$ cat config.mk
export PLATFORM = sky130hd
export DESIGN_NAME = dcmem_store_buf
export DESIGN_NICKNAME = d
export VERILOG_FILES = /design/src/rtl/dcmem_store_buf.sv
export SDC_FILE = /design/constraint.sdc
export NUM_CORES = 1
export LEC_CHECK = 0
export ABC_AREA = 1
export ABC_CLOCK_PERIOD_IN_PS = 3900
export BUFFER_PORTS_ARGS = -buffer_cell sky130_fd_sc_hd__buf_2
export CAP_MARGIN = 25
export CORE_MARGIN = 4
export CORE_UTILIZATION = 63
export DETAILED_ROUTE_END_ITERATION = 8
export PLACE_DENSITY = 0.9
export SLEW_MARGIN = 0
export SYNTH_ARGS = -nofsm -noshare
export SYNTH_HDL_FRONTEND = slang
export SYNTH_SLANG_ARGS = --single-unit
$ cat constraint.sdc
create_clock -name clk -period 3.9 [get_ports clk]
set_input_delay 0.39 -clock clk [delete_from_list [all_inputs] [get_ports clk]]
set_output_delay 0.39 -clock clk [all_outputs]
set_load 0.02 [all_outputs]
$ cat src/rtl/dcmem_store_buf.sv
// -----------------------------------------------------------------------------
// dcmem_store_buf
//
// Write-back store buffer that sits between the CPU load/store path and the
// dcmem data memory. CPU stores are queued in a small in-order circular FIFO
// and drained into dcmem one entry per cycle whenever the CPU is not loading.
// Loads are answered combinationally, either from the youngest buffered
// store to the same address or from dcmem. The block owns the single dcmem
// port (MemWEn / addr / dataw).
//
// Optional feature (compile-time macro DCMEM_SB_COALESCE_EN):
//   When defined, a store whose address equals the youngest entry's address
//   overwrites that entry's data instead of allocating a new one, and is
//   accepted even when the buffer is full. This is suppressed when the
//   youngest entry is also the head and is being written to dcmem this cycle;
//   such a store allocates normally. When undefined, every accepted store
//   allocates and reaches dcmem exactly once, in program order.
//
// Parameters:
//   MEM_ADDR_WIDTH  dcmem address width
//   MEM_DATA_WIDTH  data width
//   SB_DEPTH        number of buffer entries (power of two, >= 2)
//
// Ports:
//   clk, rst_n                 clock, asynchronous active-low reset
//   st_valid/st_ready          store handshake; push on st_valid && st_ready
//   st_addr, st_data           store address/data
//   ld_req, ld_addr            CPU load this cycle (claims the dcmem port)
//   ld_data, ld_hit            load result (combinational), served-from-buffer
//   flush, flush_done          fence request, one-cycle completion pulse
//   sb_count                   occupied entries
//   mem_wen, mem_addr,
//   mem_wdata, mem_rdata       dcmem port
// -----------------------------------------------------------------------------
module dcmem_store_buf #(
  parameter int MEM_ADDR_WIDTH = 5,
  parameter int MEM_DATA_WIDTH = 16,
  parameter int SB_DEPTH       = 4
) (
  input  logic                        clk,
  input  logic                        rst_n,
  input  logic                        st_valid,
  output logic                        st_ready,
  input  logic [MEM_ADDR_WIDTH-1:0]   st_addr,
  input  logic [MEM_DATA_WIDTH-1:0]   st_data,
  input  logic                        ld_req,
  input  logic [MEM_ADDR_WIDTH-1:0]   ld_addr,
  output logic [MEM_DATA_WIDTH-1:0]   ld_data,
  output logic                        ld_hit,
  input  logic                        flush,
  output logic                        flush_done,
  output logic [$clog2(SB_DEPTH):0]   sb_count,
  output logic                        mem_wen,
  output logic [MEM_ADDR_WIDTH-1:0]   mem_addr,
  output logic [MEM_DATA_WIDTH-1:0]   mem_wdata,
  input  logic [MEM_DATA_WIDTH-1:0]   mem_rdata
);

  localparam int PTR_W = $clog2(SB_DEPTH);
  localparam int CNT_W = PTR_W + 1;

  typedef enum logic [0:0] {
    RUN   = 1'b0,
    FLUSH = 1'b1
  } state_t;

  // Entry storage; contents are don't-care out of reset, validity comes
  // from head/count.
  logic [MEM_ADDR_WIDTH-1:0] addr_mem_r [SB_DEPTH];
  logic [MEM_DATA_WIDTH-1:0] data_mem_r [SB_DEPTH];

  logic [PTR_W-1:0]          head_r;
  logic [PTR_W-1:0]          tail_r;
  logic [CNT_W-1:0]          count_r;
  state_t                    state_r;
  logic                      flush_done_r;

  logic                      empty_s;
  logic                      full_s;
  logic                      pop_s;
  logic                      push_s;
  logic                      coal_s;
  logic                      alloc_s;
  logic [CNT_W-1:0]          count_nxt_s;
  state_t                    state_nxt_s;
  logic                      done_nxt_s;
  logic                      fwd_hit_s;
  logic [MEM_DATA_WIDTH-1:0] fwd_data_s;

  // Occupancy status; full is taken from the registered count so a store is
  // refused when full even if the head drains in the same cycle.
  always_comb begin
    empty_s = (count_r == {CNT_W{1'b0}});
    full_s  = (count_r == CNT_W'(SB_DEPTH));
  end

  // A load owns the dcmem port; the head drains only on load-free cycles.
  always_comb begin
    pop_s = rst_n && !empty_s && !ld_req;
  end

`ifdef DCMEM_SB_COALESCE_EN
  logic [PTR_W-1:0] youngest_s;

  // Coalesce into the youngest entry unless that entry is the head and is
  // leaving for dcmem this cycle (it would otherwise lose the new data).
  always_comb begin
    youngest_s = tail_r - PTR_W'(1);
    if (!empty_s && (addr_mem_r[youngest_s] == st_addr) &&
        !((count_r == CNT_W'(1)) && pop_s)) begin
      coal_s = 1'b1;
    end else begin
      coal_s = 1'b0;
    end
  end
`else
  // Coalescing is compiled out: every accepted store allocates.
  always_comb begin
    coal_s = 1'b0;
  end
`endif

  // Store handshake: only in RUN, and a coalescing store needs no free slot.
  always_comb begin
    st_ready = rst_n && (state_r == RUN) && (!full_s || coal_s);
    push_s   = st_valid && st_ready;
    alloc_s  = push_s && !coal_s;
  end

  // Occupancy next-state; a simultaneous allocate and pop leaves it unchanged.
  always_comb begin
    count_nxt_s = count_r;
    if (alloc_s && !pop_s) begin
      count_nxt_s = count_r + CNT_W'(1);
    end else if (!alloc_s && pop_s) begin
      count_nxt_s = count_r - CNT_W'(1);
    end else begin
      count_nxt_s = count_r;
    end
  end

  // dcmem port mux: head entry while draining, otherwise the load address.
  always_comb begin
    mem_wen = pop_s;
    if (pop_s) begin
      mem_addr  = addr_mem_r[head_r];
      mem_wdata = data_mem_r[head_r];
    end else begin
      mem_addr  = ld_addr;
      mem_wdata = {MEM_DATA_WIDTH{1'b0}};
    end
  end

  // Store-to-load forwarding: walk valid entries oldest to youngest so the
  // last match (youngest) wins. The head is still valid during its drain
  // cycle, and a store being accepted this cycle is not yet visible.
  always_comb begin
    logic [PTR_W-1:0] idx_v;
    idx_v      = {PTR_W{1'b0}};
    fwd_hit_s  = 1'b0;
    fwd_data_s = mem_rdata;
    for (int i = 0; i < SB_DEPTH; i++) begin
      idx_v = head_r + PTR_W'(i);
      if ((CNT_W'(i) < count_r) && (addr_mem_r[idx_v] == ld_addr)) begin
        fwd_hit_s  = 1'b1;
        fwd_data_s = data_mem_r[idx_v];
      end else begin
        // invalid slot or different address: keep the current answer
      end
    end
  end

  // Load result outputs.
  always_comb begin
    ld_data = fwd_data_s;
    ld_hit  = rst_n && fwd_hit_s;
  end

  // Flush FSM next-state; completion is flagged for the cycle after the
  // buffer becomes empty (or immediately after a flush of an empty buffer).
  always_comb begin
    state_nxt_s = state_r;
    done_nxt_s  = 1'b0;
    case (state_r)
      RUN: begin
        if (flush) begin
          if (empty_s) begin
            done_nxt_s = 1'b1;
          end else begin
            state_nxt_s = FLUSH;
          end
        end else begin
          state_nxt_s = RUN;
        end
      end
      FLUSH: begin
        if (count_nxt_s == {CNT_W{1'b0}}) begin
          state_nxt_s = RUN;
          done_nxt_s  = 1'b1;
        end else begin
          state_nxt_s = FLUSH;
        end
      end
      default: begin
        state_nxt_s = RUN;
        done_nxt_s  = 1'b0;
      end
    endcase
  end

  // Pointer, occupancy and FSM registers; reset discards pending stores.
  always_ff @(posedge clk or negedge rst_n) begin
    if (!rst_n) begin
      head_r       <= {PTR_W{1'b0}};
      tail_r       <= {PTR_W{1'b0}};
      count_r      <= {CNT_W{1'b0}};
      state_r      <= RUN;
      flush_done_r <= 1'b0;
    end else begin
      if (pop_s) begin
        head_r <= head_r + PTR_W'(1);
      end
      if (alloc_s) begin
        tail_r <= tail_r + PTR_W'(1);
      end
      count_r      <= count_nxt_s;
      state_r      <= state_nxt_s;
      flush_done_r <= done_nxt_s;
    end
  end

  // Entry storage writes: allocate at the tail, or merge into the youngest.
  always_ff @(posedge clk) begin
    if (alloc_s) begin
      addr_mem_r[tail_r] <= st_addr;
      data_mem_r[tail_r] <= st_data;
    end
`ifdef DCMEM_SB_COALESCE_EN
    else if (push_s && coal_s) begin
      data_mem_r[youngest_s] <= st_data;
    end
`endif
  end

  // Registered status outputs.
  always_comb begin
    sb_count   = count_r;
    flush_done = flush_done_r;
  end

endmodule
==> out/qor.yml, run 1 <==
cap_violations: 0
clock-root-buffer: "clkbuf_8"
die_w_um: 109.4
cts.sink_count: 93
ys_ff_latch: 93
cts_tree: "done"
use_met3_pct: 4.698
regArea_um2: 2751
drv_slew: 0
whs_ps: 242.8
antenna_found_initial: 0
fin_setup_tns_ps: 0
crit_buf_inv: 3
row_count: 36
gp_congestion: 0.9464
ant_nets: 0
met1_usage_pct: 45.86
critPathLaunchType: "flip-flop"
power_leakage_uw: 0.003404
fp.dieH_um: 109.4
portBuffers: 90
coreArea_um2: 9910
cts.clk_slew.worst_paths_ps: 90
reg2reg_depth: 14
max_stage_delay_ps: 580
grt_pass1_wl_um: 24750
grt_use_total_pct: 26.80
fin_cells: 1114
grt_pass1_vias: 4826
pin_count: 91
multi_input_area_um2: 3169
num_vias: 6034
min_to: "data_mem_r[0][5]$_DFFE_PP_"
crit_slowest_cell: "dfrtp_1"
rsz0062_at_grt: "no"
peakVddDrop_uv: 324.0
antenna_cells: 0
wire_per_inst_um: 14.12
worst_slew_pin_slew_ps: 690.9
crit_family: "simple AND/OR/NAND/NOR gates"
min_period_ps: 3581
clk_latency_ps: 360
rr_endpoint: "state_r$_DFF_PN0_"
cts_buffers: 9
yosysSeqAreaShare_pct: 42.46
p_per_area_nw_per_um2: 717.3
cts_setup_buffers: 0
synth.avg_cell_area_um2: 7.072
r2r-start: "sb_count[0]$_DFF_PN0_"
htreeDepth: 3
busiest_layer: "met1"
die_area_um2: 11960
first_pass_iters: 6
grt_max_degree: 110
reg2reg_slack_ps: 1370
fin_skew_ps: 15.02
power_uw: 5110
ys_warn_count: 0
worstPathCellList: "inv_2 -> buf_4 -> nand3_1 -> nand3_1 -> nand2_1 -> nor2_4 -> nand3_4 -> nand2_1 -> nand3_1 -> nand2_1 -> nand2_1 -> nand2_1 -> buf_2"
synthFlopType: "edfxtp_1"
worstSetupPathType: "flip-flop to output pin"
path_max_fanout: 67
drtIter0Drc: 905
slew_headroom_pct: 53.83
netlist_instances: 915
hpwl_um: 11910
grt_overflow: 0
nFillCells: 802
wl_um: 15730
viasPerCell: 5.417
synth_edf_count: 84
max_freq_mhz: 279.3
final_nets: 1031
synth_fp_nets: 970
hp-start: "st_data[5]"
cp_data_required_time_ps: 3510
syn_area_um2: 6471
drive_gt1_share_pct: 13.97
worstSetupEndpointType: "output pin"
syn_to_final_growth_pct: 10.09
setup_viol: 0
crit_arrival_ps: 3190
hold-path-cell-count: 1
final-hold-violation-count: 0
placed_cells: 1096
outcome: "finished clean"
drc: 0
hp-class: "input pin to flip-flop"
ys_async_sr_fraction_pct: 9.677
crit_top_cell: "nand2_1"
use_met2_pct: 34.48
post-route-period-util_pct: 91.81
ys_types: 29
clk_path_buf_depth: 2
start_util_pct: 65.30
-- registers in the layout (all words and copies together), names as in the netlist --
register / count
addr_mem_r: 20
data_mem_r: 64
flush_done: 1
head_r: 2
sb_count: 3
state_r: 1
tail_r: 2
-- through the flow --
stage	instance area [um2]	util [%]	setup WS, ps
2_1_floorplan	6471	-	984.9
3_3_place_gp	6900	69.63	735.8
3_5_place_dp	6900	69.63	670.7
4_1_cts	7102	71.67	278.3
5_1_grt	7124	71.89	12.23
6_report	7124	71.89	319.4
-- synthesized netlist by cell type, types with 5 or more instances --
cell type / count / area (um2)
edfxtp_1: 84 / 2522
buf_4: 5 / 37.54
nand3_1: 61 / 305.3
inv_1: 77 / 289.0
o21ai_0: 128 / 640.6
buf_2: 17 / 85.08
nor2_4: 6 / 67.56
clkbuf_1: 20 / 75.07
nor2_1: 78 / 292.8
nand2_1: 353 / 1325
buf_6: 5 / 56.30
a21oi_1: 6 / 30.03
nand4_1: 26 / 162.7
xor2_1: 5 / 43.79
dfrtp_1: 9 / 225.2
ha_1: 8 / 100.1
-- cells by family (layout without fill, tap and decap cells) --
| family | after synthesis | in the layout | share of synthesized area (%) |
|---|---|---|---|
| flops | 93 | 93 | 42.46 |
| buf+inv | 131 | 196 | 9.010 |
| fa+ha+maj | 8 | 8 | 1.547 |
| simple gates | 535 | 536 | 35.05 |
| xor+xnor | 5 | 5 | 0.6767 |
| compound gates | 143 | 143 | 11.25 |
-- power breakdown --
group,switching (uW),internal [uW],total (uW)
Sequential,104,1160,1260
Clock,330,301,631
Combinational,2270,950,3220
-- worst register-to-register path, stage by stage, from the launching register on --
cell and delay, ps:
dfrtp_1 440, inv_1 140, ha_1 190, inv_1 50
nor2_1 110, inv_1 80, nand2_1 240, buf_4 310
inv_1 120, nand2_1 100, inv_1 60, o21ai_0 140
o21ai_0 130, nor3_1 200, a21oi_1 90
-- routing by layer --
metal | share of wire (%) | wire (um)
met5 | 0 | 0
met4 | 1.0 | 159
met3 | 13 | 1979
met1 | 49 | 7678
met2 | 38 | 5909
-- timing repair --
item	in CTS	in global routing
hold buffers	1	0
setup endpoints to repair	0	15
endpoints found under the hold margin	9	0
gates resized for setup	0	2
-- cells in the final DEF (no fill, tap or decap), types with 8 or more instances in the layout --
master	instances
nand2_1	353
o21ai_0	128
buf_2	90
edfxtp_1	84
inv_1	77
nor2_1	74
nand3_1	61
nand4_1	26
clkbuf_8	9
ha_1	8
dfrtp_1	8
buf_4	8
-- cell type report --
class                      instances  share of cell area, %
clock inverter                     5                 0.8430
clock buffer                      11                  1.844
multi-input combinational        692                  44.49
tap                              133                  2.336
inverter                          80                  4.408
sequential                        93                  38.62
timing repair buffer             100                  7.464
-- how the worst max path moves through the flow --
stage,startpoint,depth (start not counted),to,slack [ps]
2_1_floorplan,sb_count[0]$_DFF_PN0_,5,addr_mem_r[0][0]$_DFFE_PP_,980
3_3_place_gp,head_r[0]$_DFFE_PN0N_,15,ld_data[13],740
3_5_place_dp,head_r[0]$_DFFE_PN0N_,15,ld_data[3],670
4_1_cts,head_r[0]$_DFFE_PN0N_,15,ld_data[3],280
5_1_grt,head_r[1]$_DFFE_PN0N_,13,ld_data[13],10
6_report,head_r[1]$_DFFE_PN0N_,13,ld_data[10],320
No activity file was read; power rests on OpenSTA's default activity.
==> run 2, diff against run 1 <==
- ABC_CLOCK_PERIOD_IN_PS: 3900 -> 2950
- CORE_UTILIZATION: 63 -> 53
- PLACE_DENSITY: 0.9 -> 0.82
- RECOVER_POWER: not set -> 50
- clock period: 3.9 -> 2.95 ns (I/O delays scaled with it)
==> run 2 against run 1 <==
  * Critical path depth grew 3
  * Sequential share of layout area decreased by 2.2 points
  * Final cell count grew 3.8%
  * Largest power group unchanged
  * Combinational power grew 55%
  * First-iteration DRC count shrank 37%
==> out/qor.yml, run 2 (synthesized netlist as in run 1, its figures left out) <==
outcome: "finished clean"
cp_data_required_time_ps: 2650
crit_arrival_ps: 2580
grt_overflow: 0
grt_max_degree: 113
wire_per_inst_um: 14.65
fin_setup_tns_ps: 0
critPathCapture: "ld_data[2]"
cts_buffers: 9
first_pass_iters: 5
final-hold-violation-count: 0
layout_common_cells: "352 x nand2_1, 126 x o21ai_0, 84 x edfxtp_1"
pin_count: 91
grt_pass1_vias: 5097
drv_slew: 0
cap_violations: 0
path_max_fanout: 25
wl_um: 16940
drive_gt1_share_pct: 13.97
worstSetupPathType: "flip-flop to output pin"
cts.clk_slew.worst_paths_ps: 70
clk_latency_ps: 340
antenna_found_initial: 0
reg2reg_slack_ps: 630
fin_skew_ps: 6.465
postLayoutSetupSlackWorst_ps: 74.73
fp.dieH_um: 118.5
drc: 0
largest_reg_flops: 64
num_vias: 6137
die_w_um: 118.5
critPathLaunchType: "flip-flop"
clock-root-buffer: "clkbuf_16"
clk_path_buf_depth: 2
power_uw: 7744
worst_slew_pin_slew_ps: 591.6
ant_nets: 0
htreeDepth: 3
die_area_um2: 14040
reg2reg_depth: 6
final_nets: 1059
cp-startpoint: "head_r[0]$_DFFE_PN0N_"
hpwl_um: 11830
dp_slack_ps: 151.5
cts_tree: "done"
row_count: 40
grt_use_total_pct: 22.91
drtIter0Drc: 569
syn_to_final_growth_pct: 16.90
cts.sink_count: 93
start_util_pct: 54.10
peakVddDrop_uv: 387.3
r2r-start: "sb_count[0]$_DFF_PN0_"
grt_pass1_wl_um: 26060
hp-class: "input pin to flip-flop"
portBuffers: 90
power_leakage_uw: 0.003530
max_freq_mhz: 347.8
worstSetupEndpointType: "output pin"
min_period_ps: 2875
regMostFlops: "data_mem_r"
setup_viol: 0
post-route-period-util_pct: 97.47
slew_headroom_pct: 60.56
p_per_area_nw_per_um2: 1024
rr_endpoint: "data_mem_r[0][14]$_DFFE_PP_"
layout_commonest_cell: "nand2_1"
rsz0062_at_grt: "yes"
gp_congestion: 0.8884
viasPerCell: 5.309
antenna_cells: 0
coreArea_um2: 11960
run 2: changes by cell type in the layout (fill, tap and decap cells not counted), sizes merged:
cell	previous run	this run
nor2	85	86
nand2	359	360
nand3	64	66
clkbuf	11	37
clkinv	1	4
buf	99	95
bufinv	2	0
inv	81	82
run 2: how the worst min path moves through the flow:
stage,to,slack (ps),startpoint,cells past startpoint
5_1_grt,data_mem_r[3][2]$_DFFE_PP_,230,st_data[2],1
3_3_place_gp,tail_r[0]$_DFFE_PN0P_,200,rst_n,1
6_report,data_mem_r[2][10]$_DFFE_PP_,200,st_data[10],1
4_1_cts,data_mem_r[2][10]$_DFFE_PP_,150,st_data[10],1
2_1_floorplan,flush_done$_DFF_PN0_,-0.6,rst_n,0
3_5_place_dp,tail_r[0]$_DFFE_PN0P_,200,rst_n,1
run 2: final cells by class:
cell class / instances / area [um2]
tap: 147 / 183.9
multi-input combinational: 696 / 3248
fill: 1033 / 4397
inverter: 80 / 317.8
clock inverter: 7 / 75.07
timing repair buffer: 124 / 762.0
sequential: 93 / 2753
clock buffer: 9 / 225.2
run 2: power by group:
| part | internal [uW] | total [uW] | switching (uW) |
|---|---|---|---|
| clock network | 599 | 1120 | 523 |
| registers | 1530 | 1630 | 91.2 |
| logic | 1640 | 5000 | 3360 |
| total | 3770 | 7740 | 3980 |
run 2: timing repair:
item / in CTS / in global routing
resized for setup: 6 / 22
hold endpoints to repair: 9 / 0
hold buffers: 1 / 0
cloned: 2 / 4
setup buffers: 9 / 5
pin swaps: 4 / 6
endpoints found under the setup margin: 17 / 17
run 2: critical path, cell delays in order, from the launching register on:
cell	delay [ps]
dfrtp_4	520
buf_12	180
nand2_8	110
nand2_8	100
inv_6	100
nand2_1	80
nand3_1	80
nand2_1	110
nor2_4	170
buf_4	150
nand3_4	130
nor2_1	140
nor2_1	50
nand2_1	50
nand2_1	50
nand2_1	60
buf_2	160
run 2: routing by layer:
metal	global-route usage (%)	vias to the layer above	routed length (um)
met3	5.455	30	1908
li1	-	3166	-
met1	36.05	2635	7891
met2	31.30	306	6836
met4	6.155	0	297
met5	0	-	0
run 2: metrics by stage:
step | area (um2) | util [%] | hold WS (ps) | std cells
finish | 7565 | 63.24 | 203.4 | 1156
global route | 7565 | 63.24 | 231.5 | 1156
CTS | 7451 | 62.29 | 154.7 | 1147
detailed placement | 7000 | 58.53 | 198.9 | 1119
global placement | 7000 | 58.53 | 197.6 | 1119
floorplan | 6471 | - | -0.5911 | 915
==> run 3, diff against run 2 <==
- REMOVE_ABC_BUFFERS: not set -> 1
- SLEW_MARGIN: 0 -> not set
==> run 3 against run 2 <==
  * Critical path depth decreased by 3
  * Cell area increased by 9.3%
  * Register-to-register slack got worse by 130 ps
  * Routed wire length increased by 23%
  * Sequential cell count unchanged
  * Clock skew about the same
  * Global-route usage increased by 3.7 points
  * Power increased by 16%
  * Hold slack improved by 3.2 ps
  * Setup slack got worse by 64 ps
  * Largest cell class unchanged
  * Largest power group unchanged
==> out/qor.yml, run 3 (synthesized netlist as in run 1, its figures left out) <==
drc: 0
dp_slack_ps: 93.90
cts.clk_slew.worst_paths_ps: 60
hpwl_um: 11670
layout_common_cells: "313 x nand2_1, 124 x o21ai_0, 84 x edfxtp_1"
clock-root-buffer: "clkbuf_16"
fin_skew_ps: 6.941
peakVddDrop_uv: 489.6
fin_cells: 1184
postLayoutCoreUtil_pct: 69.13
rsz0062_at_grt: "yes"
antenna_found_initial: 0
portBuffers: 90
worstSetupPathType: "flip-flop to output pin"
rr_endpoint: "data_mem_r[0][3]$_DFFE_PP_"
slew_headroom_pct: 55.63
pin_count: 91
use_met2_pct: 44.34
wire_per_inst_um: 17.53
htreeDepth: 3
start_util_pct: 54.10
coreArea_um2: 11960
r2r-start: "sb_count[0]$_DFF_PN0_"
hold-path-cell-count: 3
largest_reg_flops: 64
placed_cells: 1128
min_period_ps: 2939
cts_buffers: 9
path_max_fanout: 24
final-hold-violation-count: 0
die_area_um2: 14040
drtIter0Drc: 1030
drv_slew: 0
fin_setup_tns_ps: 0
nFillCells: 895
fp.dieH_um: 118.5
row_count: 40
critPathLaunchType: "flip-flop"
outcome: "finished clean"
whs_ps: 206.6
clk_path_buf_depth: 2
crit_arrival_ps: 2640
layout_commonest_cell: "nand2_1"
worst_slew_pin_slew_ps: 665.5
grt_pass1_vias: 6133
cts_tree: "done"
max_freq_mhz: 340.2
clk_latency_ps: 350
grt_overflow: 0
reg2reg_depth: 6
grt_pass1_wl_um: 29880
cp_data_required_time_ps: 2650
postLayoutSetupSlackWorst_ps: 10.70
met1_usage_pct: 33.10
drive_gt1_share_pct: 22.18
hp-class: "input pin to flip-flop"
antenna_cells: 0
setup_viol: 0
power_leakage_uw: 0.003811
num_vias: 6921
viasPerCell: 5.845
use_met3_pct: 5.263
cts.sink_count: 93
post-route-period-util_pct: 99.64
worstSetupEndpointType: "output pin"
cap_violations: 0
min_to: "flush_done$_DFF_PN0_"
wl_um: 20750
die_w_um: 118.5
grt_max_degree: 53
final_nets: 1087
regMostFlops: "data_mem_r"
syn_to_final_growth_pct: 27.78
grt_use_total_pct: 26.58
p_per_area_nw_per_um2: 1082
busiest_layer: "met2"
first_pass_iters: 8
gp_congestion: 0.9238
reg2reg_slack_ps: 500
hp-start: "flush"
ant_nets: 0
run 3: changes by cell type in the layout (fill, tap and decap cells not counted), moves of 7 or more:
cell / change
buf_2: -8
buf_4: +12
buf_6: +11
nand2_1: -39
nand2_2: +33
nand3_1: -12
nand3_2: +12
nor2_1: -7
nor2_2: +7
run 3: layout make-up:
cell class	count	area [um2]	area share [%]
multi-input cells	697	3501	42.34
well taps	147	183.9	2.224
flip-flops and latches	93	2753	33.29
inverters	80	315.3	3.813
clock inverters	5	60.06	0.7263
repair buffers	151	1224	14.80
clock buffers	11	232.7	2.814
run 3: worst max-delay path by stage:
stage / startpoint / end / slack, ps / cells past startpoint
6_report: head_r[1]$_DFFE_PN0N_ / ld_data[13] / 10 / 13
3_5_place_dp: head_r[0]$_DFFE_PN0N_ / ld_data[8] / 90 / 14
4_1_cts: head_r[0]$_DFFE_PN0N_ / ld_data[6] / 1 / 15
3_3_place_gp: head_r[0]$_DFFE_PN0N_ / ld_hit / 160 / 13
5_1_grt: head_r[0]$_DFFE_PN0N_ / ld_data[2] / -100 / 17
2_1_floorplan: head_r[0]$_DFFE_PN0N_ / ld_hit / -1960 / 12
run 3: worst max-delay path, cell delays in order (launching register included):
cell and delay [ps]:
dfrtp_2 490, inv_2 160, buf_6 250, nand3_2 150, nand3_2 110, nand2_2 60
nor2_4 260, nand3_4 220, nand2_2 140, nand3_1 80, nand3_1 80, nand2_1 70
nand2_1 90, buf_6 120
run 3: timing repair:
item | CTS | global route
gates cloned | 9 | 5
hold buffers | 1 | 0
setup buffers | 13 | 12
endpoints found under the setup margin | 17 | 17
hold endpoints to repair | 9 | 0
pin swaps | 11 | 36
gates resized for setup | 25 | 114
run 3: layer usage:
layer / wire (um) / up-vias
li1: - / 3239
met1: 7577 / 3120
met2: 10030 / 459
met3: 2146 / 103
met4: 997 / 0
met5: 0 / -
run 3: where the power goes:
part	internal (uW)	leakage, uW	total (uW)	switching [uW]
clock network	660	0.000140	1150	487
logic	2270	0.00281	6140	3880
registers	1530	0.000857	1660	126
total	4460	0.00381	8950	4490
run 3: stage by stage:
step	cell area [um2]	total power (uW)
after CTS	7731	7844
final	8269	8951
after detailed placement	7066	6062
after global placement	7066	5970
after floorplan	6202	4775
after global routing	8269	9498
